$ cat src/rtl/clk_activity_monitor_if.sv
// ============================================================================
// clk_activity_monitor_if
//
// Groups the measurement control and result signals of clk_activity_monitor.
// The clock and reset are kept outside the interface as plain ports.
//
// Parameters
//   NUM_CH : number of monitored channels (must match the monitor's NUM_CH)
//   CNT_W  : width of each per-channel edge count (must match the monitor)
//
// Signals
//   en           : measurement enable                  (master -> slave)
//   ch_in        : monitored clock-derived signals     (master -> slave)
//   edge_cnt     : latched rising-edge counts, channel i at [i*CNT_W +: CNT_W]
//   alive        : per-channel flag, latched count >= MIN_EDGES
//   stuck_any    : any alive bit is 0 in the latest result
//   result_valid : one-cycle pulse when a new result is latched
//   busy         : high while a measurement is running
//
// Modports
//   master : the side that drives en/ch_in and observes the results
//   slave  : the activity monitor itself
// ============================================================================
interface clk_activity_monitor_if #(
    parameter int NUM_CH = 4,
    parameter int CNT_W  = 9
);
    logic                      en;
    logic [NUM_CH-1:0]         ch_in;
    logic [NUM_CH*CNT_W-1:0]   edge_cnt;
    logic [NUM_CH-1:0]         alive;
    logic                      stuck_any;
    logic                      result_valid;
    logic                      busy;

    modport master (
        output en,
        output ch_in,
        input  edge_cnt,
        input  alive,
        input  stuck_any,
        input  result_valid,
        input  busy
    );

    modport slave (
        input  en,
        input  ch_in,
        output edge_cnt,
        output alive,
        output stuck_any,
        output result_valid,
        output busy
    );
endinterface

$ cat src/rtl/clk_activity_monitor.sv
// ============================================================================
// clk_activity_monitor
//
// Counts rising edges on NUM_CH clock-derived signals over a fixed window of
// WINDOW clk cycles and reports, once per window, the per-channel counts, a
// per-channel alive flag (count >= MIN_EDGES) and a stuck_any summary flag.
// Windows run back to back while en is high; dropping en mid-window discards
// the partial window and keeps the last published result.
//
// Parameters
//   NUM_CH    : number of monitored channels
//   WINDOW    : window length in clk cycles, 2..65535
//   CNT_W     : width of each per-channel edge count (saturating)
//   MIN_EDGES : minimum edges per window for a channel to be alive
//
// Ports
//   clk   : single clock, all logic on its rising edge
//   rst_n : asynchronous active-low reset, released synchronously upstream
//   bus   : clk_activity_monitor_if.slave (en, ch_in in; results out)
//
// Build option
//   CLK_ACTIVITY_MONITOR_SYNC_EN : when defined, each channel passes through a
//   2-flop synchronizer ahead of the sample register (edge latency 3 cycles
//   instead of 1). Window, latch and reset behaviour are the same either way.
// ============================================================================
module clk_activity_monitor #(
    parameter int NUM_CH    = 4,
    parameter int WINDOW    = 256,
    parameter int CNT_W     = 9,
    parameter int MIN_EDGES = 1
) (
    input  logic                 clk,
    input  logic                 rst_n,
    clk_activity_monitor_if.slave bus
);

    localparam int                WIN_W    = $clog2(WINDOW);
    localparam logic [WIN_W-1:0]  WIN_LAST = WIN_W'(WINDOW - 1);

    typedef enum logic {
        IDLE,
        MEASURE
    } state_t;

    state_t state;
    state_t state_nx;

    // ------------------------------------------------------------------------
    // Input sampling and edge detection. These registers run in every state
    // so the first MEASURE cycle compares against a fresh previous sample.
    // ------------------------------------------------------------------------
    logic [NUM_CH-1:0] s;
    logic [NUM_CH-1:0] prev;
    logic [NUM_CH-1:0] rise;

`ifdef CLK_ACTIVITY_MONITOR_SYNC_EN
    logic [NUM_CH-1:0] sync1;
    logic [NUM_CH-1:0] sync2;

    always_ff @(posedge clk or negedge rst_n) begin
        if (!rst_n) begin
            sync1 <= '0;
            sync2 <= '0;
            s     <= '0;
            prev  <= '0;
        end else begin
            sync1 <= bus.ch_in;
            sync2 <= sync1;
            s     <= sync2;
            prev  <= s;
        end
    end
`else
    always_ff @(posedge clk or negedge rst_n) begin
        if (!rst_n) begin
            s    <= '0;
            prev <= '0;
        end else begin
            s    <= bus.ch_in;
            prev <= s;
        end
    end
`endif

    assign rise = s & ~prev;

    // ------------------------------------------------------------------------
    // FSM: state register plus next-state / output decode.
    // ------------------------------------------------------------------------
    logic win_last;
    logic busy_c;

    always_ff @(posedge clk or negedge rst_n) begin
        if (!rst_n) begin
            state <= IDLE;
        end else begin
            state <= state_nx;
        end
    end

    logic [WIN_W-1:0] win;

    always_comb begin
        state_nx = state;
        busy_c   = 1'b0;
        win_last = 1'b0;
        case (state)
            IDLE: begin
                if (bus.en) begin
                    state_nx = MEASURE;
                end
            end
            MEASURE: begin
                busy_c   = 1'b1;
                win_last = (win == WIN_LAST);
                if (!bus.en) begin
                    state_nx = IDLE;
                end
            end
            default: begin
                state_nx = IDLE;
            end
        endcase
    end

    // ------------------------------------------------------------------------
    // Per-channel accumulators. acc_inc is the accumulator value including
    // this cycle's edge, saturated, so the final window cycle is not lost and
    // alive is judged on the saturated count.
    // ------------------------------------------------------------------------
    logic [CNT_W-1:0]  acc     [NUM_CH];
    logic [CNT_W-1:0]  acc_inc [NUM_CH];
    logic [NUM_CH-1:0] alive_nx;

    always_comb begin
        for (int unsigned i = 0; i < NUM_CH; i++) begin
            acc_inc[i]  = acc[i];
            alive_nx[i] = 1'b0;
            if (rise[i] && (acc[i] != '1)) begin
                acc_inc[i] = acc[i] + 1'b1;
            end
            alive_nx[i] = (32'(acc_inc[i]) >= 32'(MIN_EDGES));
        end
    end

    // ------------------------------------------------------------------------
    // Window counter, accumulators and latched results.
    // The final window cycle latches even if en drops on that same cycle;
    // any other cycle with en low discards the partial window.
    // ------------------------------------------------------------------------
    logic [NUM_CH*CNT_W-1:0] edge_cnt_q;
    logic [NUM_CH-1:0]       alive_q;
    logic                    stuck_q;
    logic                    valid_q;

    always_ff @(posedge clk or negedge rst_n) begin
        if (!rst_n) begin
            win        <= '0;
            edge_cnt_q <= '0;
            alive_q    <= '0;
            stuck_q    <= 1'b0;
            valid_q    <= 1'b0;
            for (int unsigned i = 0; i < NUM_CH; i++) begin
                acc[i] <= '0;
            end
        end else begin
            valid_q <= 1'b0;
            if (state == MEASURE && win_last) begin
                win     <= '0;
                valid_q <= 1'b1;
                alive_q <= alive_nx;
                stuck_q <= ~&alive_nx;
                for (int unsigned i = 0; i < NUM_CH; i++) begin
                    edge_cnt_q[i*CNT_W +: CNT_W] <= acc_inc[i];
                    acc[i]                       <= '0;
                end
            end else if (state == MEASURE && bus.en) begin
                win <= win + 1'b1;
                for (int unsigned i = 0; i < NUM_CH; i++) begin
                    acc[i] <= acc_inc[i];
                end
            end else begin
                // IDLE, or an aborted window: hold counter and accumulators at 0.
                win <= '0;
                for (int unsigned i = 0; i < NUM_CH; i++) begin
                    acc[i] <= '0;
                end
            end
        end
    end

    // ------------------------------------------------------------------------
    // Outputs
    // ------------------------------------------------------------------------
    assign bus.edge_cnt     = edge_cnt_q;
    assign bus.alive        = alive_q;
    assign bus.stuck_any    = stuck_q;
    assign bus.result_valid = valid_q;
    assign bus.busy         = busy_c;

endmodule

$ cat src/flat_wrapper.sv
// flat-port wrapper written by rule: the top's interface ports become plain ports
module clk_activity_monitor_flat 
#(
    parameter int NUM_CH    = 4,
    parameter int WINDOW    = 256,
    parameter int CNT_W     = 9,
    parameter int MIN_EDGES = 1
)
  (clk, rst_n, bus_en, bus_ch_in, bus_edge_cnt, bus_alive, bus_stuck_any, bus_result_valid, bus_busy);
  clk_activity_monitor_if #(.NUM_CH(NUM_CH), .CNT_W(CNT_W)) bus_i ();
  input  logic clk;
  input  logic rst_n;
  input wire logic [$bits(bus_i.en)-1:0] bus_en;
  input wire logic [$bits(bus_i.ch_in)-1:0] bus_ch_in;
  output wire logic [$bits(bus_i.edge_cnt)-1:0] bus_edge_cnt;
  output wire logic [$bits(bus_i.alive)-1:0] bus_alive;
  output wire logic [$bits(bus_i.stuck_any)-1:0] bus_stuck_any;
  output wire logic [$bits(bus_i.result_valid)-1:0] bus_result_valid;
  output wire logic [$bits(bus_i.busy)-1:0] bus_busy;
  assign bus_i.en = bus_en;
  assign bus_i.ch_in = bus_ch_in;
  assign bus_edge_cnt = bus_i.edge_cnt;
  assign bus_alive = bus_i.alive;
  assign bus_stuck_any = bus_i.stuck_any;
  assign bus_result_valid = bus_i.result_valid;
  assign bus_busy = bus_i.busy;
  clk_activity_monitor #(.NUM_CH(NUM_CH), .WINDOW(WINDOW), .CNT_W(CNT_W), .MIN_EDGES(MIN_EDGES)) u_core (.clk(clk), .rst_n(rst_n), .bus(bus_i));
endmodule
$ cat config.mk
export PLATFORM = sky130hd
export DESIGN_NAME = clk_activity_monitor_flat
export DESIGN_NICKNAME = d
export VERILOG_FILES = /design/src/rtl/clk_activity_monitor_if.sv /design/src/rtl/clk_activity_monitor.sv /design/src/flat_wrapper.sv
export SDC_FILE = /design/constraint.sdc
export NUM_CORES = 1
export LEC_CHECK = 0
export CAP_MARGIN = 10
export CORE_MARGIN = 2
export CORE_UTILIZATION = 59
export CTS_CLUSTER_SIZE = 12
export DETAILED_ROUTE_END_ITERATION = 7
export PLACE_DENSITY = 0.88
export SLEW_MARGIN = 25
export SYNTH_ARGS = -nofsm -noshare
export SYNTH_HDL_FRONTEND = slang
export SYNTH_SLANG_ARGS = --single-unit
$ cat constraint.sdc
create_clock -name clk -period 5.5 [get_ports clk]
set_clock_uncertainty 0.15 [all_clocks]
set_input_delay 1.375 -clock clk [delete_from_list [all_inputs] [get_ports clk]]
set_output_delay 1.375 -clock clk [all_outputs]
set_load 0.005 [all_outputs]
==> results.cfg, run 1 <==
[yosys]
synth_top_area_share_pct = 58.1
syn_area_per_cell_um2 = 10.4
syn_nets = 409
synth_seq_cells = 95
yosysUniqueCellTypes = 41
async_flop_share_pct = 100
ys_top_cells_by_area = dfrtp_1 (58%), nor2_1 (8.5%), a21oi_1 (4.6%)
postSynthCellCount = 393
yosysWarnings = 0
synth_edf_count = 0
yosys.area.top_type = dfrtp_1
yosysSeqAreaShare_pct = 58.1
yosys_most_used_dff = dfrtp_1
netlist_area_um2 = 4090

[global_routing]
grt_max_degree = 52
gr-usage-all-layers_pct = 23.5
grt_overflow = 0
antenna_found_initial = 0
grt_pass1_vias = 3029
grt_pass1_wl_mm = 13.8

[timing]
period_needed_ns = 3.09
hold_slack_ns = 0.232
setup_ws_ns = 2.41
tightest_slew_ns = 0.868
slew_viol_final = 0
relSlewSlack_pct = 42.2
fin_crit_sh_pct = 56.3
tns_ns = 0
setup_violations = 0
hold_viol = 0
max_freq_mhz = 323
rsz0062_at_grt = false

[critical_path]
path_class = flop to flop
worstSetupEndpointType = flop
cp.required_ns = 5.60
worst_setup_path_start_kind = flop
cp_max_fo = 10
crit_arrival_ns = 3.20

[die]
ios = 50
core_region_area_um2 = 6760
initial_core_util_pct = 60.6
row_count = 30
fp.dieH_um = 87.3
die_area_um2 = 7620
die_w_um = 87.3

[power]
power_density_nw_per_um2 = 251
vdd_drop_max_v = 0.000146
power.leakage_nw = 2.19

[clocking]
ctsResizeCount = 0
cts_hold_buf = 0
cts_made_buffers = 9
cts.sinks = 95
cts_tree = done
cts_setup_buffers = 0
path_clk_slew_ns = 0.09
clk_latency_ns = 0.36
clk_path_buf_depth = 2
htree_levels = 3
cts_root_buf = clkbuf_8

[place]
place_ws_ns = 1.98
globalplace.congestion = 0.877
port_buffers = 49
dp_hpwl_mm = 5.42

[routing]
ant_nets = 0
drc = 0
first_pass_iters = 4
vias_per_cell = 5.70
routedWlPerCell_um = 15.6
drt-initial-drc-count = 158
routed_wl_mm = 8.15
dr_total_vias = 2969

[finish]
syn_to_final_growth_pct = 17.9
n_antenna_cell = 0
drive_gt1_share_pct = 6.12
postLayoutCoreUtil_pct = 71.4
nNetsFinal = 453

[min_path]
min_path_type = flop to flop

[flow_run]
max_cap_violations = 0

[status]
status = complete, no violations
cell type report:
type	instances	area [µm²]
sequential	95	2380
fill	482	1930
multi-input combinational	276	1620
timing repair buffer	53	518
clock buffer	10	138
tap	80	100
clock inverter	5	58.8
inverter	2	7.51
stage by stage:
stage | total power, W | cells | cell area, µm²
final | 0.00121 | 521 | 4820
after global routing | 0.00125 | 521 | 4820
after CTS | 0.00121 | 521 | 4820
after detailed placement | 0.000770 | 506 | 4620
after global placement | 0.000768 | 506 | 4620
after floorplan | 0.000744 | 393 | 4090
synthesized netlist by cell type, types with 2 or more instances:
master and instances:
nor3_1 10, mux2_2 2, xor2_1 18, nor4_1 2, clkbuf_1 13, nand4_1 14, a21oi_1 38, nand2_1 14
dfrtp_1 95, nor2_1 93, ha_1 9, xnor2_1 18, nand3_1 16, nor3b_1 3, inv_1 2, o2111ai_1 2
mux2i_1 8, nand3b_1 2, buf_1 4, or4_1 4, and3_1 6
cell families (layout without fill, tap and decap cells):
group | after synthesis | count (layout) | share of synthesized area (%)
and+or+nand+nor | 171 | 171 | 19.4
DFF | 95 | 95 | 58.1
AOI/OAI and AO/OA | 49 | 49 | 6.79
xor gates and xnor gates | 36 | 36 | 7.71
buffers and inverters | 22 | 70 | 2.32
muxes | 11 | 11 | 2.87
adders and majority gates | 9 | 9 | 2.75
final timing paths:
kind                                    startpoint                                  to  slack, ns  cells after the start
max                        u_core.acc[9]$_DFF_PN0_     u_core.bus.alive[2]$_DFFE_PN0P_       2.41                     10
min                          u_core.s[1]$_DFF_PN0_            u_core.prev[1]$_DFF_PN0_       0.23                      0
max reg2reg                u_core.acc[9]$_DFF_PN0_     u_core.bus.alive[2]$_DFFE_PN0P_       2.41                     10
min reg2reg                  u_core.s[1]$_DFF_PN0_            u_core.prev[1]$_DFF_PN0_       0.23                      0
max in group asynchronous                    rst_n  u_core.bus.edge_cnt[3]$_DFFE_PN0P_       3.35                      2
min in group asynchronous                    rst_n            u_core.acc[16]$_DFF_PN0_       0.86                      1
critical path: stages (launching register included):
cell and delay [ns]:
dfrtp_1 0.46, ha_1 0.28, nand2_1 0.08, nor3_1 0.04, ha_1 0.19, nor3b_2 0.58, nand2_1 0.24, nor3_1 0.23
xnor2_1 0.22, o2111ai_1 0.21, mux2_2 0.31
flip-flops by register name, summed over array words and instances (netlist names):
register / flops
u_core.win: 8
u_core.bus.result_valid: 1
u_core.acc: 36
u_core.prev: 4
u_core.bus.edge_cnt: 36
u_core.s: 4
u_core.state: 1
u_core.bus.stuck_any: 1
u_core.bus.alive: 4
power by group:
| part | internal [W] | switching [W] | total [W] | leakage, nW |
|---|---|---|---|---|
| combinational | 0.0000157 | 0.0000323 | 0.0000481 | 0.793 |
| sequential | 0.000703 | 0.00000495 | 0.000708 | 1.30 |
| clock | 0.000220 | 0.000234 | 0.000454 | 0.0944 |
metal layers:
| layer | up-vias | share of wire [%] | track usage, % | wire length [µm] |
|---|---|---|---|---|
| met5 | - | 0 | 0 | 0 |
| met4 | 0 | 2.0 | 9.37 | 166 |
| met3 | 16 | 3.5 | 3.51 | 289 |
| met2 | 63 | 50 | 38.1 | 4110 |
| met1 | 1456 | 44 | 32.1 | 3590 |
| li1 | 1434 | - | - | - |
cells in the final DEF (no fill, tap or decap), types with 2 or more instances in the layout:
cell             Yosys  final
a21oi_1             38     38
and3_1               6      6
buf_4                0      5
clkbuf_8             1     10
clkdlybuf4s50_1      0     48
clkinvlp_4           0      2
dfrtp_1             95     95
ha_1                 9      9
inv_1                2      2
mux2_2               2      2
mux2i_1              8      8
nand2_1             14     14
nand3_1             16     16
nand3b_1             2      2
nand4_1             14     14
nor2_1              93     93
nor3_1              10     10
nor3b_1              3      2
nor3b_2              1      2
nor4_1               2      2
o2111ai_1            2      2
or4_1                4      4
xnor2_1             18     18
xor2_1              18     18
(Power assumes the default switching activity.)
==> run 2: changes to the inputs <==
--- a/config.mk
+++ b/config.mk
@@ -7,10 +7,10 @@
 export LEC_CHECK = 0
 export CAP_MARGIN = 10
 export CORE_MARGIN = 2
-export CORE_UTILIZATION = 59
+export CORE_UTILIZATION = 55
 export CTS_CLUSTER_SIZE = 12
 export DETAILED_ROUTE_END_ITERATION = 7
-export PLACE_DENSITY = 0.88
+export PLACE_DENSITY = 0.83
 export SLEW_MARGIN = 25
 export SYNTH_ARGS = -nofsm -noshare
 export SYNTH_HDL_FRONTEND = slang
==> constraint.sdc (replaced) <==
create_clock -name clk -period 2.93 [get_ports clk]
set_clock_uncertainty 0.15 [all_clocks]
set_input_delay 0.7325 -clock clk [delete_from_list [all_inputs] [get_ports clk]]
set_output_delay 0.7325 -clock clk [all_outputs]
set_load 0.005 [all_outputs]
==> run 2 against run 1 <==
Net effect: register-to-register slack got worse by 2.3 ns; combinational power increased by 110%; maximum frequency increased by 8.7%; clock power increased by 110%; critical endpoint is now u_core.bus.stuck_any$_DFFE_PN0P_; setup slack got worse by 2.3 ns; sequential share of layout area decreased by 2.0 points; hold slack got worse by 0.0032 ns; global-route usage decreased by 1.4 points; sequential cell count unchanged; first-iteration DRC count decreased by 5.7%; core utilization decreased by 1.7 points.
==> results.cfg, run 2 (same netlist as run 1, synthesis figures left out) <==
[status]
status = complete, no violations

[finish]
multi_input_area_um2 = 1680
final_common_cell = dfrtp_1
instances_no_fill = 551
n_antenna_cell = 0
syn_to_final_growth_pct = 23.0
seq_area_um2 = 2380
nNetsFinal = 463
mostFrequentLayoutCells = dfrtp_1 (94), nor2_1 (93), clkdlybuf4s50_1 (48)
drive_gt1_share_pct = 10.2
num-fill-cells = 549
postLayoutCoreUtil_pct = 69.7

[routing]
first_pass_iters = 4
ant_nets = 0
drt-initial-drc-count = 149
routedWlPerCell_um = 15.5
dr_total_vias = 3085
drc = 0
vias_per_cell = 5.60
routed_wl_mm = 8.54

[critical_path]
startpoint = u_core.acc[0]$_DFF_PN0_
worst_setup_path_start_kind = flop
cp_max_fo = 5
rrSetupSlack_ns = 0.08
regToRegStartpoint = u_core.acc[0]$_DFF_PN0_
r2r_cells = 10
path_class = flop to flop
cp.required_ns = 3.06
worstSetupEndpointType = flop
cp-endpoint = u_core.bus.stuck_any$_DFFE_PN0P_
r2r_end = u_core.bus.stuck_any$_DFFE_PN0P_
crit_arrival_ns = 2.97

[place]
globalplace.congestion = 0.889
numPlacedInstances = 529
dp_hpwl_mm = 5.56
port_buffers = 49

[die]
ios = 50
die_w_um = 90.3
core_region_area_um2 = 7210
die_area_um2 = 8150
initial_core_util_pct = 56.7
fp.dieH_um = 90.3
row_count = 31

[clocking]
path_clk_slew_ns = 0.09
htree_levels = 3
cts_root_buf = clkbuf_8
cts.sinks = 95
cts_made_buffers = 9
clk_latency_ns = 0.36
clk_path_buf_depth = 2
cts_tree = done
cts_hold_buf = 0

[timing]
tns_ns = 0
period_needed_ns = 2.85
slew_viol_final = 0
fin_crit_sh_pct = 97.2
hold_viol = 0
rsz0062_at_grt = true
relSlewSlack_pct = 50.2
setup_violations = 0
tightest_slew_ns = 0.747
max_freq_mhz = 351

[global_routing]
grt_pass1_vias = 3013
antenna_found_initial = 0
grt_pass1_wl_mm = 14.1
grt_overflow = 0
gr-usage-all-layers_pct = 22.1
grt_max_degree = 59

[min_path]
min_path_type = flop to flop
min_from = u_core.s[2]$_DFF_PN0_
min_path_cells = 0

[flow_run]
max_cap_violations = 0

[power]
vdd_drop_max_v = 0.000230
power.leakage_nw = 2.27
power_density_nw_per_um2 = 475
[run 2: worst min-delay path by stage]
stage | endpoint | slack, ns
floorplan | u_core.prev[1]$_DFF_PN0_ | 0.20
global route | u_core.prev[2]$_DFF_PN0_ | 0.24
finish | u_core.prev[2]$_DFF_PN0_ | 0.23
detailed placement | u_core.prev[1]$_DFF_PN0_ | 0.22
global placement | u_core.prev[2]$_DFF_PN0_ | 0.20
CTS | u_core.prev[2]$_DFF_PN0_ | 0.23
[run 2: worst max-delay path: stages (launching register included)]
cell and delay (ns):
dfrtp_1 0.44, ha_1 0.30, nand3_1 0.10, nor2_1 0.06, ha_1 0.19, nor3b_1 0.40, nand4_1 0.20, xor2_1 0.32
nand3_1 0.19, o211a_1 0.27, a31oi_1 0.16
[run 2: repair_timing]
item                                    in CTS  in global routing
gates resized for setup                      0                 13
setup buffers                                0                  6
hold endpoints to repair                     0                  0
endpoints found under the setup margin       0                  4
[run 2: cell type report]
class / instances / share of cell area [%]
Sequential cell: 95 / 47.3
Multi-Input combinational cell: 276 / 33.4
Timing Repair Buffer: 63 / 12.3
Clock buffer: 13 / 3.16
Tap cell: 99 / 2.46
Clock inverter: 3 / 1.29
Inverter: 2 / 0.149
[run 2: routing by layer]
metal	share of wire (%)	global-route usage (%)	vias to the layer above
li1	-	-	1452
met5	0	0	-
met1	43	27.1	1536
met3	4.1	6.26	14
met2	51	37.6	83
met4	1.3	8.08	0
[run 2: metrics by stage]
step,hold slack [ns],worst slack [ns],total power [W],area (µm²)
after global placement,0.205,0.152,0.00145,4700
after floorplan,0.196,0.169,0.00140,4090
after detailed placement,0.215,0.0356,0.00145,4700
after global routing,0.236,-0.0250,0.00248,5030
after CTS,0.230,0.0248,0.00240,4920
final,0.229,0.0835,0.00239,5030
[run 2: report_power, final]
part	internal [W]	switching (W)
Combinational	0.0000398	0.0000632
Sequential	0.00132	0.00000858
Clock	0.000527	0.000429
Total	0.00189	0.000501
